==> src/rtl/logic_axi4_stream_timer_scheduler.sv <==
`default_nettype none
// ============================================================================
// Module   : logic_axi4_stream_timer_scheduler
// Purpose  : Round-robin scheduler that shares one AXI4-Stream timer between
//            REQUESTERS clients. The scheduler programs the timer with a
//            one-shot period and pulses done to the client that owns it.
// Option   : LOGIC_AXI4_STREAM_TIMER_SCHEDULER_WATCHDOG_EN adds a watchdog
//            that ends WAIT early and raises timeout.
// Revision : 1.0 - initial release
// ============================================================================
module logic_axi4_stream_timer_scheduler #(
  parameter int REQUESTERS    = 4,
  parameter int COUNTER_WIDTH = 16,
  parameter int TDATA_BYTES   = 4
`ifdef LOGIC_AXI4_STREAM_TIMER_SCHEDULER_WATCHDOG_EN
  ,
  parameter int WATCHDOG_MARGIN = 16
`endif
) (
  input  logic                                                  aclk,
  input  logic                                                  areset,
  input  logic [REQUESTERS-1:0]                                 req_valid,
  input  logic [REQUESTERS*COUNTER_WIDTH-1:0]                   req_period,
  output logic [REQUESTERS-1:0]                                 req_ready,
  output logic [REQUESTERS-1:0]                                 done,
  output logic                                                  busy,
  output logic [((REQUESTERS > 1) ? $clog2(REQUESTERS) : 1)-1:0] owner,
  output logic                                                  tx_tvalid,
  output logic [TDATA_BYTES*8-1:0]                              tx_tdata,
  input  logic                                                  tx_tready,
  input  logic                                                  rx_tvalid,
  output logic                                                  rx_tready
`ifdef LOGIC_AXI4_STREAM_TIMER_SCHEDULER_WATCHDOG_EN
  ,
  output logic                                                  timeout
`endif
);

  localparam int OW = (REQUESTERS > 1) ? $clog2(REQUESTERS) : 1;

  generate
    if (REQUESTERS < 1) begin : g_chk_requesters
      $error("REQUESTERS must be at least 1");
    end
    if (COUNTER_WIDTH > TDATA_BYTES * 8) begin : g_chk_width
      $error("COUNTER_WIDTH must not exceed TDATA_BYTES*8");
    end
  endgenerate

  typedef enum logic [1:0] {
    S_IDLE   = 2'd0,
    S_CONFIG = 2'd1,
    S_WAIT   = 2'd2,
    S_DONE   = 2'd3
  } state_t;

  state_t                   r_state;
  state_t                   w_state_next;
  logic [OW-1:0]            r_ptr;
  logic [OW-1:0]            r_owner;
  logic [COUNTER_WIDTH-1:0] r_period;

  logic                     w_grant_found;
  logic [OW-1:0]            w_grant_idx;
  logic [OW:0]              w_cand;
  logic [COUNTER_WIDTH-1:0] w_grant_period;
  logic                     w_accept;
  logic                     w_wdog_hit;

  // Round-robin search: first asserted request at or after the pointer.
  always_comb begin
    w_grant_found = 1'b0;
    w_grant_idx   = '0;
    w_cand        = '0;
    for (int i = 0; i < REQUESTERS; i++) begin
      w_cand = {1'b0, r_ptr} + (OW+1)'(i);
      if (w_cand >= (OW+1)'(REQUESTERS)) begin
        w_cand = w_cand - (OW+1)'(REQUESTERS);
      end
      if (!w_grant_found && req_valid[w_cand[OW-1:0]]) begin
        w_grant_found = 1'b1;
        w_grant_idx   = w_cand[OW-1:0];
      end
    end
  end

  assign w_grant_period = req_period[w_grant_idx*COUNTER_WIDTH +: COUNTER_WIDTH];
  assign w_accept       = (r_state == S_IDLE) && w_grant_found;

  // req_ready is combinational, so it is masked by areset to keep it low while in reset.
  always_comb begin
    req_ready = '0;
    if ((r_state == S_IDLE) && w_grant_found && !areset) begin
      req_ready[w_grant_idx] = 1'b1;
    end
  end

  always_comb begin
    done = '0;
    if (r_state == S_DONE) begin
      done[r_owner] = 1'b1;
    end
  end

  assign busy      = (r_state != S_IDLE);
  assign owner     = r_owner;
  assign tx_tvalid = (r_state == S_CONFIG);
  assign rx_tready = (r_state == S_WAIT);

  always_comb begin
    tx_tdata                      = '0;
    tx_tdata[COUNTER_WIDTH-1:0]   = r_period;
  end

  always_ff @(posedge aclk or posedge areset) begin
    if (areset) begin
      r_state <= S_IDLE;
    end else begin
      r_state <= w_state_next;
    end
  end

  always_comb begin
    w_state_next = r_state;
    case (r_state)
      S_IDLE: begin
        if (w_accept) begin
          w_state_next = (w_grant_period == '0) ? S_DONE : S_CONFIG;
        end
      end
      S_CONFIG: begin
        if (tx_tready) begin
          w_state_next = S_WAIT;
        end
      end
      S_WAIT: begin
        if (rx_tvalid || w_wdog_hit) begin
          w_state_next = S_DONE;
        end
      end
      S_DONE: begin
        w_state_next = S_IDLE;
      end
      default: begin
        w_state_next = S_IDLE;
      end
    endcase
  end

  always_ff @(posedge aclk or posedge areset) begin
    if (areset) begin
      r_ptr    <= '0;
      r_owner  <= '0;
      r_period <= '0;
    end else begin
      if (w_accept) begin
        r_owner  <= w_grant_idx;
        r_period <= w_grant_period;
      end
      if (r_state == S_DONE) begin
        if (r_owner == OW'(REQUESTERS - 1)) begin
          r_ptr <= '0;
        end else begin
          r_ptr <= r_owner + 1'b1;
        end
      end
    end
  end

`ifdef LOGIC_AXI4_STREAM_TIMER_SCHEDULER_WATCHDOG_EN
  logic [COUNTER_WIDTH:0]   r_wdog_cnt;
  logic [COUNTER_WIDTH+1:0] w_wdog_limit;
  logic [COUNTER_WIDTH+1:0] w_wdog_next;
  logic                     r_timeout;

  // The count after this WAIT cycle; hitting the limit ends WAIT at this edge.
  assign w_wdog_limit = {2'b00, r_period} + (COUNTER_WIDTH+2)'(WATCHDOG_MARGIN);
  assign w_wdog_next  = {1'b0, r_wdog_cnt} + 1'b1;
  assign w_wdog_hit   = (r_state == S_WAIT) && (w_wdog_next == w_wdog_limit);

  always_ff @(posedge aclk or posedge areset) begin
    if (areset) begin
      r_wdog_cnt <= '0;
      r_timeout  <= 1'b0;
    end else begin
      r_wdog_cnt <= (r_state == S_WAIT) ? w_wdog_next[COUNTER_WIDTH:0] : '0;
      r_timeout  <= w_wdog_hit && !rx_tvalid;
    end
  end

  assign timeout = r_timeout;
`else
  assign w_wdog_hit = 1'b0;
`endif

endmodule
`default_nettype wire

==> config.mk <==
export PLATFORM = sky130hd
export DESIGN_NAME = logic_axi4_stream_timer_scheduler
export DESIGN_NICKNAME = d
export VERILOG_FILES = /design/src/rtl/logic_axi4_stream_timer_scheduler.sv
export SDC_FILE = /design/constraint.sdc
export NUM_CORES = 1
export LEC_CHECK = 0
export CAP_MARGIN = 0
export CORE_AREA = 2 2 72 81
export DETAILED_ROUTE_END_ITERATION = 8
export DIE_AREA = 0 0 74 83
export PLACE_DENSITY = 0.85
export SYNTH_ARGS = -nofsm -noshare
export SYNTH_HDL_FRONTEND = slang
export SYNTH_SLANG_ARGS = --single-unit
==> constraint.sdc <==
create_clock -name aclk -period 2.9 [get_ports aclk]
set_clock_uncertainty 0.15 [all_clocks]
set_input_delay 0.58 -clock aclk [delete_from_list [all_inputs] [get_ports aclk]]
set_output_delay 0.58 -clock aclk [all_outputs]
set_load 0.01 [all_outputs]
Word level (Yosys, flattened, before mapping):

Cells that the tools add are included.

* input port bits: 72
* register bits after elaboration: 22
* output and inout port bits: 45

* reduce and logical (&&, ||, !) cells: 15
* eq/ne operators: 7
* $add $sub $neg: 8
* mux-type cells: 32
* shifts and indexed selects: 1
* magnitude comparators: 12

Operators with widths (count)
* $shiftx 64x7->16: 1
* $mux 2: 13
* $lt 2x3->1 const B: 6
* $logic_not 16->1: 1
* $mux 1: 10
* $ge 3x3->1 const B: 3
* $bmux 1 s2: 4
* $mux 4: 2
* $pmux 2 s4: 1
* $sub 2x1->2 const B: 4
* $logic_and 1x1->1: 7
* $add 2x2->3 const B: 2
* $eq 2x2->1 const B: 3
* $demux 1 s2: 2
* $ge 2x1->1 const B: 2
* $logic_not 1->1: 4
* $ne 2x2->1 const B: 2
* $add 2x1->3 const B: 1
* $ge 2x3->1 const B: 1
* $reduce_and 3->1: 1
* $add 2x1->2 const B: 1
* $eq 2x1->1 const B: 1
* $logic_not 2->1: 1
* $ne 2x1->1 const B: 1
* $reduce_bool 2->1: 1

Depth between registers and ports, before layout:

Gate-level depths: netlist (run 1).

* word-level depth: 19
* mapped depth: 10
* depth with buffers taken out: 8

Worst setup path before layout (run 1):

Ideal clock, no wire load.

* path type: input to output
* from: in req_valid[2]
* to: out req_ready[0]
* arrival time: 1770 ps
* setup slack: 400 ps
* buffers on the path: 1
* stages on the path: 6
* path through: or4_1 > nand2_1 > buf_1 > nor2_1 > nand2_1 > nor2_1

* word-level cells in the longest chain between the ends: 17

Ends and longest elaborated chain
* start, declared: line 22 `input logic [REQUESTERS-1:0] req_valid,`
* $bmux 1 s2: line 80 `if (!w_grant_found && req_valid[w_cand[OW-1:0]]) begin`
* $mux 1 (implied by the code): line 80
* $mux 1: line 80
* $logic_not 1->1: line 80
* $logic_and 1x1->1: line 80
* $mux 1: line 80
* $logic_not 1->1: line 80
* $logic_and 1x1->1: line 80
* $mux 1: line 80
* $logic_not 1->1: line 80
* $logic_and 1x1->1: line 80
* $mux 2: line 80
* $lt 2x3->1 (implied by the code) or $ge 2x1->1 (tied branches): line 94 `req_ready[w_grant_idx] = 1'b1;`
* $logic_and 1x1->1 (implied by the code): line 94
* $mux 1 (implied by the code): line 94
* $demux 1 s2: line 94
* $mux 4 *: line 93 `if ((r_state == S_IDLE) && w_grant_found && !areset) begin`
* end, declared: line 24 `output logic [REQUESTERS-1:0] req_ready,`

Every way passes the cells marked *; elsewhere a longest branch is shown, timed or not. The select of a mux whose other input is x is not followed.

Worst setup path in the final report (run 1):

* from: in req_valid[3]
* to: out req_ready[1]

Same word-level chain as after synthesis.

==> results of run 1 <==
[final cells by class]
class,count,area (µm²)
multi-input combinational,137,1140
tap,75,93.8
sequential,22,551
fill,470,2280
inverter,10,37.5
timing repair buffer,118,1130
clock buffer,4,55.1
[layer usage]
| layer | wire, µm | up-vias |
|---|---|---|
| li1 | - | 823 |
| met1 | 1930 | 794 |
| met2 | 2560 | 81 |
| met3 | 469 | 6 |
| met4 | 65 | 0 |
| met5 | 0 | - |
[where the power goes]
group	switching, mW	internal, mW	leakage, nW	total, mW
combinational	0.693	0.911	1.11	1.60
sequential	0.123	0.470	0.261	0.592
clock	0.101	0.121	0.0288	0.222
[synthesized netlist by cell type, drive strengths merged]
cell type,count,area share (%)
conb,1,0.20
o32a,1,0.55
o31ai,1,0.41
a21boi,1,0.41
o21a,1,0.41
nand2b,1,0.34
o22ai,3,1.4
a21oi,4,1.1
o22a,1,0.48
and2,4,1.4
nand2,8,1.6
mux2i,48,26
buf,24,10
nor2,7,1.4
nor4,3,1.0
ha,9,6.2
o21ai,6,1.6
nand3,2,0.55
inv,10,2.1
or4,2,0.82
o221ai,1,0.82
or3b,1,0.48
mux2,17,10
dfrtp,22,30
[repair_timing]
item	4_1_cts	5_1_grt
hold endpoints to repair	0	0
hold buffers	0	0
resized for setup	13	1
pin swaps	0	1
endpoints found under the setup margin	5	4
[worst min path at each step]
stage / from / to / slack [ns] / depth (start not counted)
CTS: r_period[8] / r_period[8] / 0.35 / 2
floorplan: r_period[8] / r_period[8] / 0.37 / 2
detailed placement: r_period[8] / r_period[8] / 0.34 / 2
finish: r_period[8] / r_period[8] / 0.34 / 2
global route: r_period[6] / r_period[6] / 0.38 / 1
global placement: r_period[8] / r_period[8] / 0.33 / 2
[stage by stage]
stage	hold slack, ns	setup TNS (ns)	util (%)
floorplan	0.366	0	-
global placement	0.334	-1.61	55.7
detailed placement	0.335	-1.85	55.7
CTS	0.354	0	56.9
global route	0.381	0	57.0
finish	0.345	0	57.0
[cell families after synthesis]
kind of cell               Yosys count  synth area share [%]
and+or+nand+nor                     28                  7.66
muxes                               65                  36.7
adders and majority gates            9                  6.15
DFF                                 22                  30.1
AOI/OAI and AO/OA                   19                  7.18
other                                1                 0.205
buffers and inverters               34                  12.0
[critical path: cells and delay by family]
family	cells	cell delay [ns]
AND/OR/NAND/NOR	5	0.81
buffers and inverters	2	0.71
[sequential cells by signal, indices dropped and copies added (netlist names)]
name	flops
r_period	16
r_state	2
r_ptr	2
owner	2
[cell usage in the layout, fill, tap and decap left out, types with 5 or more instances in the layout]
cell type / n
clkdlybuf4s50_1: 93
mux2i_1: 47
dfrtp_1: 22
buf_4: 18
mux2_2: 17
conb_1: 16
inv_1: 10
ha_1: 9
nand2_1: 8
nor2_1: 7
o21ai_0: 5
==> summary.txt, run 1 <==
Outcome
  – Outcome: finished, final reports clean

Place
  – Port bufs: 100
  – Routability Congestion: 0.798
  – Pre-CTS setup slack: -0.414 ns
  – Hpwl dp: 4160 µm
  – Placed cells: 362
  – Placed cell area: 2950 µm²

Setup path
  – Worst Setup SP: req_valid[3]
  – Critical Path Fanout Max: 2
  – Crit path max-delay cell type: or4_4
  – End point of the critical path: req_ready[1]
  – WP data required: 2.17 ns
  – Crit Reg-Reg Endpoint: r_state[1]
  – Flop2flop setup slack: 0.32 ns
  – CP Launch Type: input pin
  – Critical Path Max Stage Delay: 0.51 ns
  – Register-to-Register Path Depth: 8
  – Critical path type: in -> out
  – Worst Path Arrival: 2.10 ns
  – Critical R2R Launch: r_ptr[1]
  – Cell Chain, Critical Path: clkdlybuf4s50_1, or4_4, nand2_1, nor2_1, nand2_1, nor2_1, dlygate4sd2_1
  – CP endpoint kind: output pin

Timing
  – Max Fclk: 354 MHz
  – Final hold violation count: 0
  – Final slew viol count: 0
  – Relative slew slack: 43.6%
  – Fin crit share: 97.5%
  – Final setup fails: 0
  – Setup ws final: 0.0724 ns
  – Minimum clock period: 2.83 ns
  – Unrepaired setup endpoints after global routing: no
  – Worst-Margin Slew: 0.845 ns

Global routing
  – Initial antenna violation count: 0
  – Largest net degree at the start of global routing: 23
  – Global route hottest layer: met2
  – Grt ovf: 0
  – Number of global-route vias before repair: 1750
  – Met2 GRT Util: 27.7%
  – Total GRT Usage: 16.7%
  – M3 GR Usage: 5.10%
  – Met1 usage: 20.2%
  – Global-route wire length before repair: 8060 µm

Synth
  – Yosys reg bits: 22
  – Avg Cell Area, Syn: 10.3 µm²
  – Syn. warnings: 0
  – Synth Instances: 178
  – Library cells used by synthesis: 29
  – Mapped Area: 1830 µm²
  – Sequential area share after synthesis: 30.1%

Min path
  – Hold crit path type: reg -> reg

Clock tree
  – Inserted Clock Buffers: 3
  – Worst-Skew Late Latency: 0.26 ns
  – Post-CTS Setup Repair Bufs: 0
  – CTS tree: built
  – Number of H-tree levels: 1
  – Worst-path clk slew: 0.08 ns
  – Clock buffer depth: 2
  – Clock sinks: 22
  – CTS Root Buffer Type: clkbuf_8

Die
  – Die area: 6140 µm²
  – Row count: 28
  – Core area: 5290 µm²
  – IO Count: 117
  – Initial core utilization: 34.6%
  – Width of the die: 74 µm
  – Die Y: 83 µm

Power and ir drop
  – Peak supply drop: 0.449 mV
  – Pleak: 1.40 nW
  – Tot Pwr: 2.42 mW
  – Cell Pwr Density: 803 nW/µm²

Detailed routing
  – Via density: 4.66
  – Final wirelength: 5030 µm
  – Drt wl/cell: 13.7 µm
  – Starting DRT DRC Count: 64
  – Drt pass-1 iters: 4
  – Number of routed nets with antenna violations: 0
  – Vias: 1704
  – Drt drc: 0

Final layout
  – Final nets: 373
  – # diodes: 0
  – Final cell count without fillers: 366
  – Finished Cell Area: 3010 µm²
  – Share of cells above drive strength 1: 15.1%
  – Area Growth Syn to Fin: 64.6%

Job
  – Max-Cap Viols: 0
(Power assumes the default switching activity.)
==> inputs of run 2 (changes only) <==
Settings changed: REMOVE_ABC_BUFFERS set to 1.
==> run 2 against run 1 <==
Combinational power barely moved; clock power up 30%; first-iteration DRC count fell by 44%; non-clock buffer count is 3 lower; sequential share of layout area about the same; via count decreased by 3.0%; critical path type unchanged; die area is the same.
==> summary.txt, run 2 (synthesis gave the netlist of run 1 again) <==
Detailed routing
  – Via density: 4.55
  – Vias: 1653
  – Final wirelength: 4810 µm
  – Starting DRT DRC Count: 36
  – Drt pass-1 iters: 4
  – Number of routed nets with antenna violations: 0
  – Drt wl/cell: 13.2 µm
  – Drt drc: 0

Final layout
  – Share of cells above drive strength 1: 14.6%
  – Number of fillers in the final layout: 459
  – Register area: 551 µm²
  – Max reg flops: 16
  – # diodes: 0
  – Final nets: 370
  – Most flop-heavy register: r_period
  – Multi-input gate area: 1140 µm²
  – Area Growth Syn to Fin: 64.9%
  – Commonest non-fill, non-tap cells in the layout: clkdlybuf4s50_1 (93), mux2i_1 (48), dfrtp_1 (22), mux2_2 (17), conb_1 (16)
  – Most common cell after layout, fill and taps aside: clkdlybuf4s50_1
  – Final cell count without fillers: 363

Die
  – IO Count: 117
  – Row count: 28
  – Width of the die: 74 µm
  – Die Y: 83 µm
  – Initial core utilization: 34.6%
  – Core area: 5290 µm²
  – Die area: 6140 µm²

Setup path
  – Critical Path Fanout Max: 2
  – Critical path type: in -> out
  – Crit Reg-Reg Endpoint: r_state[1]
  – Flop2flop setup slack: 0.42 ns
  – Critical R2R Launch: r_ptr[1]
  – Worst Path Arrival: 2.10 ns
  – End point of the critical path: req_ready[1]
  – CP Launch Type: input pin
  – CP endpoint kind: output pin
  – Worst Setup SP: req_valid[3]
  – Register-to-Register Path Depth: 8
  – WP data required: 2.17 ns

Clock tree
  – Worst-path clk slew: 0.08 ns
  – Number of H-tree levels: 1
  – Inserted Clock Buffers: 3
  – Post-CTS Setup Repair Bufs: 0
  – Clock sinks: 22
  – CTS Root Buffer Type: clkbuf_8
  – CTS tree: built
  – Clock buffer depth: 2
  – Worst-Skew Late Latency: 0.26 ns

Global routing
  – Largest net degree at the start of global routing: 23
  – Global-route wire length before repair: 7650 µm
  – Grt ovf: 0
  – Number of global-route vias before repair: 1742
  – Initial antenna violation count: 0
  – Total GRT Usage: 15.6%

Timing
  – Final hold violation count: 0
  – Fin crit share: 97.5%
  – Final slew viol count: 0
  – Relative slew slack: 41.8%
  – Minimum clock period: 2.83 ns
  – Final setup fails: 0
  – Worst-Margin Slew: 0.872 ns
  – Max Fclk: 354 MHz
  – Unrepaired setup endpoints after global routing: no

Place
  – Hpwl dp: 4020 µm
  – Routability Congestion: 0.762
  – Port bufs: 100
  – Placed cells: 359

Power and ir drop
  – Pleak: 1.42 nW
  – Tot Pwr: 2.45 mW
  – Cell Pwr Density: 811 nW/µm²
  – Peak supply drop: 0.398 mV

Job
  – Max-Cap Viols: 0

Outcome
  – Outcome: finished, final reports clean

Min path
  – Hold crit path type: reg -> reg
  – Worst hold path startpoint: r_period[8]
run 2: cell types whose count changed in the layout (fill, tap and decap cells not counted), sizes merged:
cell,previous run,this run
dlymetal6s2s,0,2
buf,18,15
bufinv,0,1
dlygate4sd2,4,2
clkbuf,4,3
run 2: critical path: stages:
cell	delay [ns]
clkdlybuf4s50_1	0.42
or4_4	0.54
nand2_2	0.10
nor2_1	0.05
nand2_1	0.08
nor2_1	0.04
dlygate4sd2_1	0.28
run 2: final cells by class:
| type | instances | share of cell area, % |
|---|---|---|
| multi-input cells | 137 | 37.8 |
| repair buffers | 115 | 37.2 |
| flip-flops and latches | 22 | 18.2 |
| well taps | 75 | 3.11 |
| clock buffers | 3 | 1.37 |
| inverters | 10 | 1.24 |
| clock inverters | 1 | 0.995 |
run 2: per-layer routing:
metal | vias to the layer above | GRT usage (%) | wire, µm
met2 | 52 | 30.1 | 2780
met4 | 0 | 2.98 | 46
li1 | 818 | - | -
met5 | - | 0 | 0
met3 | 4 | 4.13 | 236
met1 | 779 | 16.4 | 1750
run 2: how the worst min path moves through the flow:
stage                              to  slack (ns)  cells past startpoint
final                     r_period[8]        0.35                      2
after global routing      r_period[3]        0.39                      1
after CTS                 r_period[8]        0.36                      2
after detailed placement  r_period[8]        0.34                      2
after global placement    r_period[8]        0.32                      2
after floorplan           r_period[8]        0.37                      2
run 2: timing repair:
item	CTS	global route
endpoints found under the setup margin	5	5
hold buffers	0	0
gates resized for setup	8	8
pin swaps	1	1
run 2: where the power goes:
part | total [mW] | internal, mW | switching, mW | leakage [nW]
registers | 0.584 | 0.470 | 0.114 | 0.261
logic | 1.58 | 0.898 | 0.678 | 1.12
clock network | 0.289 | 0.184 | 0.104 | 0.0357
total | 2.45 | 1.55 | 0.896 | 1.42
run 2: per-stage QoR:
| stage | setup TNS (ns) | utilization (%) | worst slack (ns) | area, µm² | hold WS [ns] |
|---|---|---|---|---|---|
| global route | 0 | 57.1 | 0.0157 | 3020 | 0.387 |
| finish | 0 | 57.1 | 0.0720 | 3020 | 0.353 |
| CTS | 0 | 56.6 | 0.00207 | 3000 | 0.357 |
| floorplan | -1.73 | - | -0.384 | 1700 | 0.366 |
| detailed placement | -1.78 | 55.3 | -0.326 | 2920 | 0.338 |
| global placement | -1.62 | 55.3 | -0.283 | 2920 | 0.317 |
==> inputs of run 3 (changes only) <==
Settings changed: CTS_BUF_LIST set to sky130_fd_sc_hd__clkbuf_16.
==> run 3 against run 2 <==
Maximum frequency is essentially flat; cell area grew 1.1%; utilization grew 0.64 points; flip-flop and latch count is the same; critical endpoint unchanged; power grew 4.1%; wire length shrank 0.60%; register-to-register slack is essentially flat; via count grew 0.30%; clock-buffer cell count is the same; global-route usage grew 0.15 points; die area is the same; first-iteration DRC count grew 8.3%.
==> summary.txt, run 3 (synthesis gave the netlist of run 1 again) <==
Timing
  – Final setup fails: 0
  – Final hold violation count: 0
  – Fin crit share: 97.5%
  – Unrepaired setup endpoints after global routing: no
  – Max Fclk: 354 MHz
  – Final slew viol count: 0
  – Relative slew slack: 41.6%
  – Minimum clock period: 2.83 ns
  – Worst-Margin Slew: 0.875 ns

Clock tree
  – Clock sinks: 22
  – Clock buffer depth: 2
  – Post-CTS Setup Repair Bufs: 0
  – CTS tree: built
  – CTS Root Buffer Type: clkbuf_16
  – Worst-path clk slew: 0.06 ns
  – Number of H-tree levels: 1
  – Worst-Skew Late Latency: 0.25 ns
  – Inserted Clock Buffers: 3

Job
  – Max-Cap Viols: 0

Place
  – Hpwl dp: 4020 µm
  – Placed cells: 359
  – Routability Congestion: 0.762
  – Port bufs: 100

Setup path
  – CP Launch Type: input pin
  – Critical path type: in -> out
  – CP endpoint kind: output pin
  – Critical Path Fanout Max: 2
  – WP data required: 2.17 ns
  – Worst Path Arrival: 2.10 ns

Power and ir drop
  – Seq pwr share: 23.0%
  – Cell Pwr Density: 835 nW/µm²
  – Psw: 0.907 mW
  – Internal power: 1.64 mW
  – Peak supply drop: 0.439 mV
  – Sw Share: 35.6%
  – Share of total power in the clock network: 15.2%
  – Combinational power share: 61.8%
  – Pleak: 1.43 nW

Final layout
  – Most common cell after layout, fill and taps aside: clkdlybuf4s50_1
  – Commonest non-fill, non-tap cells in the layout: clkdlybuf4s50_1 (93), mux2i_1 (48), dfrtp_1 (22), mux2_2 (17), conb_1 (16)
  – Final Util: 57.7%
  – Most flop-heavy register: r_period
  – Share of cells above drive strength 1: 14.6%
  – Max reg flops: 16
  – Final cell count without fillers: 363
  – Area Growth Syn to Fin: 66.8%
  – # diodes: 0
  – Final nets: 370

Die
  – Die Y: 83 µm
  – Width of the die: 74 µm
  – Initial core utilization: 34.6%
  – IO Count: 117
  – Die area: 6140 µm²
  – Core area: 5290 µm²
  – Row count: 28

Detailed routing
  – Drt drc: 0
  – Drt pass-1 iters: 4
  – Final wirelength: 4780 µm
  – Drt wl/cell: 13.2 µm
  – Vias: 1658
  – Via density: 4.57
  – Starting DRT DRC Count: 39
  – Number of routed nets with antenna violations: 0

Global routing
  – Grt ovf: 0
  – Total GRT Usage: 15.8%
  – Largest net degree at the start of global routing: 23
  – Initial antenna violation count: 0
  – Number of global-route vias before repair: 1752
  – Global-route wire length before repair: 7670 µm

Min path
  – Hold crit path type: reg -> reg

Outcome
  – Outcome: finished, final reports clean
run 3: changes by cell type in the layout (fill, tap and decap cells not counted):
| cell | change |
|---|---|
| clkbuf_8 | -3 |
| clkbuf_16 | +3 |
run 3: critical path, cell delays in order:
cell and delay, ns:
clkdlybuf4s50_1 0.42, or4_4 0.54, nand2_2 0.10, nor2_1 0.05, nand2_1 0.08, nor2_1 0.04, dlygate4sd2_1 0.28
run 3: final cells by class:
type | instances | area (µm²)
Fill cell | 455 | 2240
Multi-Input combinational cell | 137 | 1140
Inverter | 10 | 37.5
Sequential cell | 22 | 551
Clock inverter | 1 | 30.0
Timing Repair Buffer | 115 | 1120
Clock buffer | 3 | 75.1
Tap cell | 75 | 93.8
run 3: final timing paths:
check	slack (ns)	start	endpoint	cells past startpoint
worst max-delay path	0.07	req_valid[3]	req_ready[1]	7
worst min-delay path	0.35	r_period[8]	r_period[8]	2
worst max register to register	0.42	r_ptr[1]	r_state[1]	8
worst min register to register	0.35	r_period[8]	r_period[8]	2
max in group asynchronous	1.36	areset	r_ptr[0]	2
min in group asynchronous	0.70	areset	r_period[6]	2
run 3: what timing repair did:
action                     CTS  global route
hold endpoints to repair     0             0
hold buffers                 0             0
setup endpoints to repair    5             5
pin swaps                    1             1
resized for setup            8             8
run 3: stage by stage:
step           hold slack (ns)  setup slack (ns)  cell area (µm²)  total power, mW  setup TNS [ns]
3_3_place_gp             0.317            -0.283             2920             2.12           -1.62
4_1_cts                  0.351           0.00207             3030             2.56               0
6_report                 0.349            0.0733             3050             2.55               0
5_1_grt                  0.380            0.0157             3050             2.74               0
2_1_floorplan            0.366            -0.384             1700             1.46           -1.73
3_5_place_dp             0.338            -0.326             2920             2.16           -1.78
run 3: power by group through the flow:
stage	logic (mW)	registers (mW)	clock network, mW
2_1_floorplan	0.825	0.634	0
3_3_place_gp	1.54	0.582	0
3_5_place_dp	1.58	0.589	0
4_1_cts	1.58	0.588	0.395
5_1_grt	1.71	0.610	0.414
6_report	1.58	0.586	0.387
run 3: metal layers:
metal  share of wire (%)  global-route usage [%]  up-vias
met5                   0                       0        -
met4                 1.3                    4.46        0
met3                 5.0                    4.13        6
met2                  57                    29.8       56
met1                  36                    16.4      778
li1                    -                       -      818
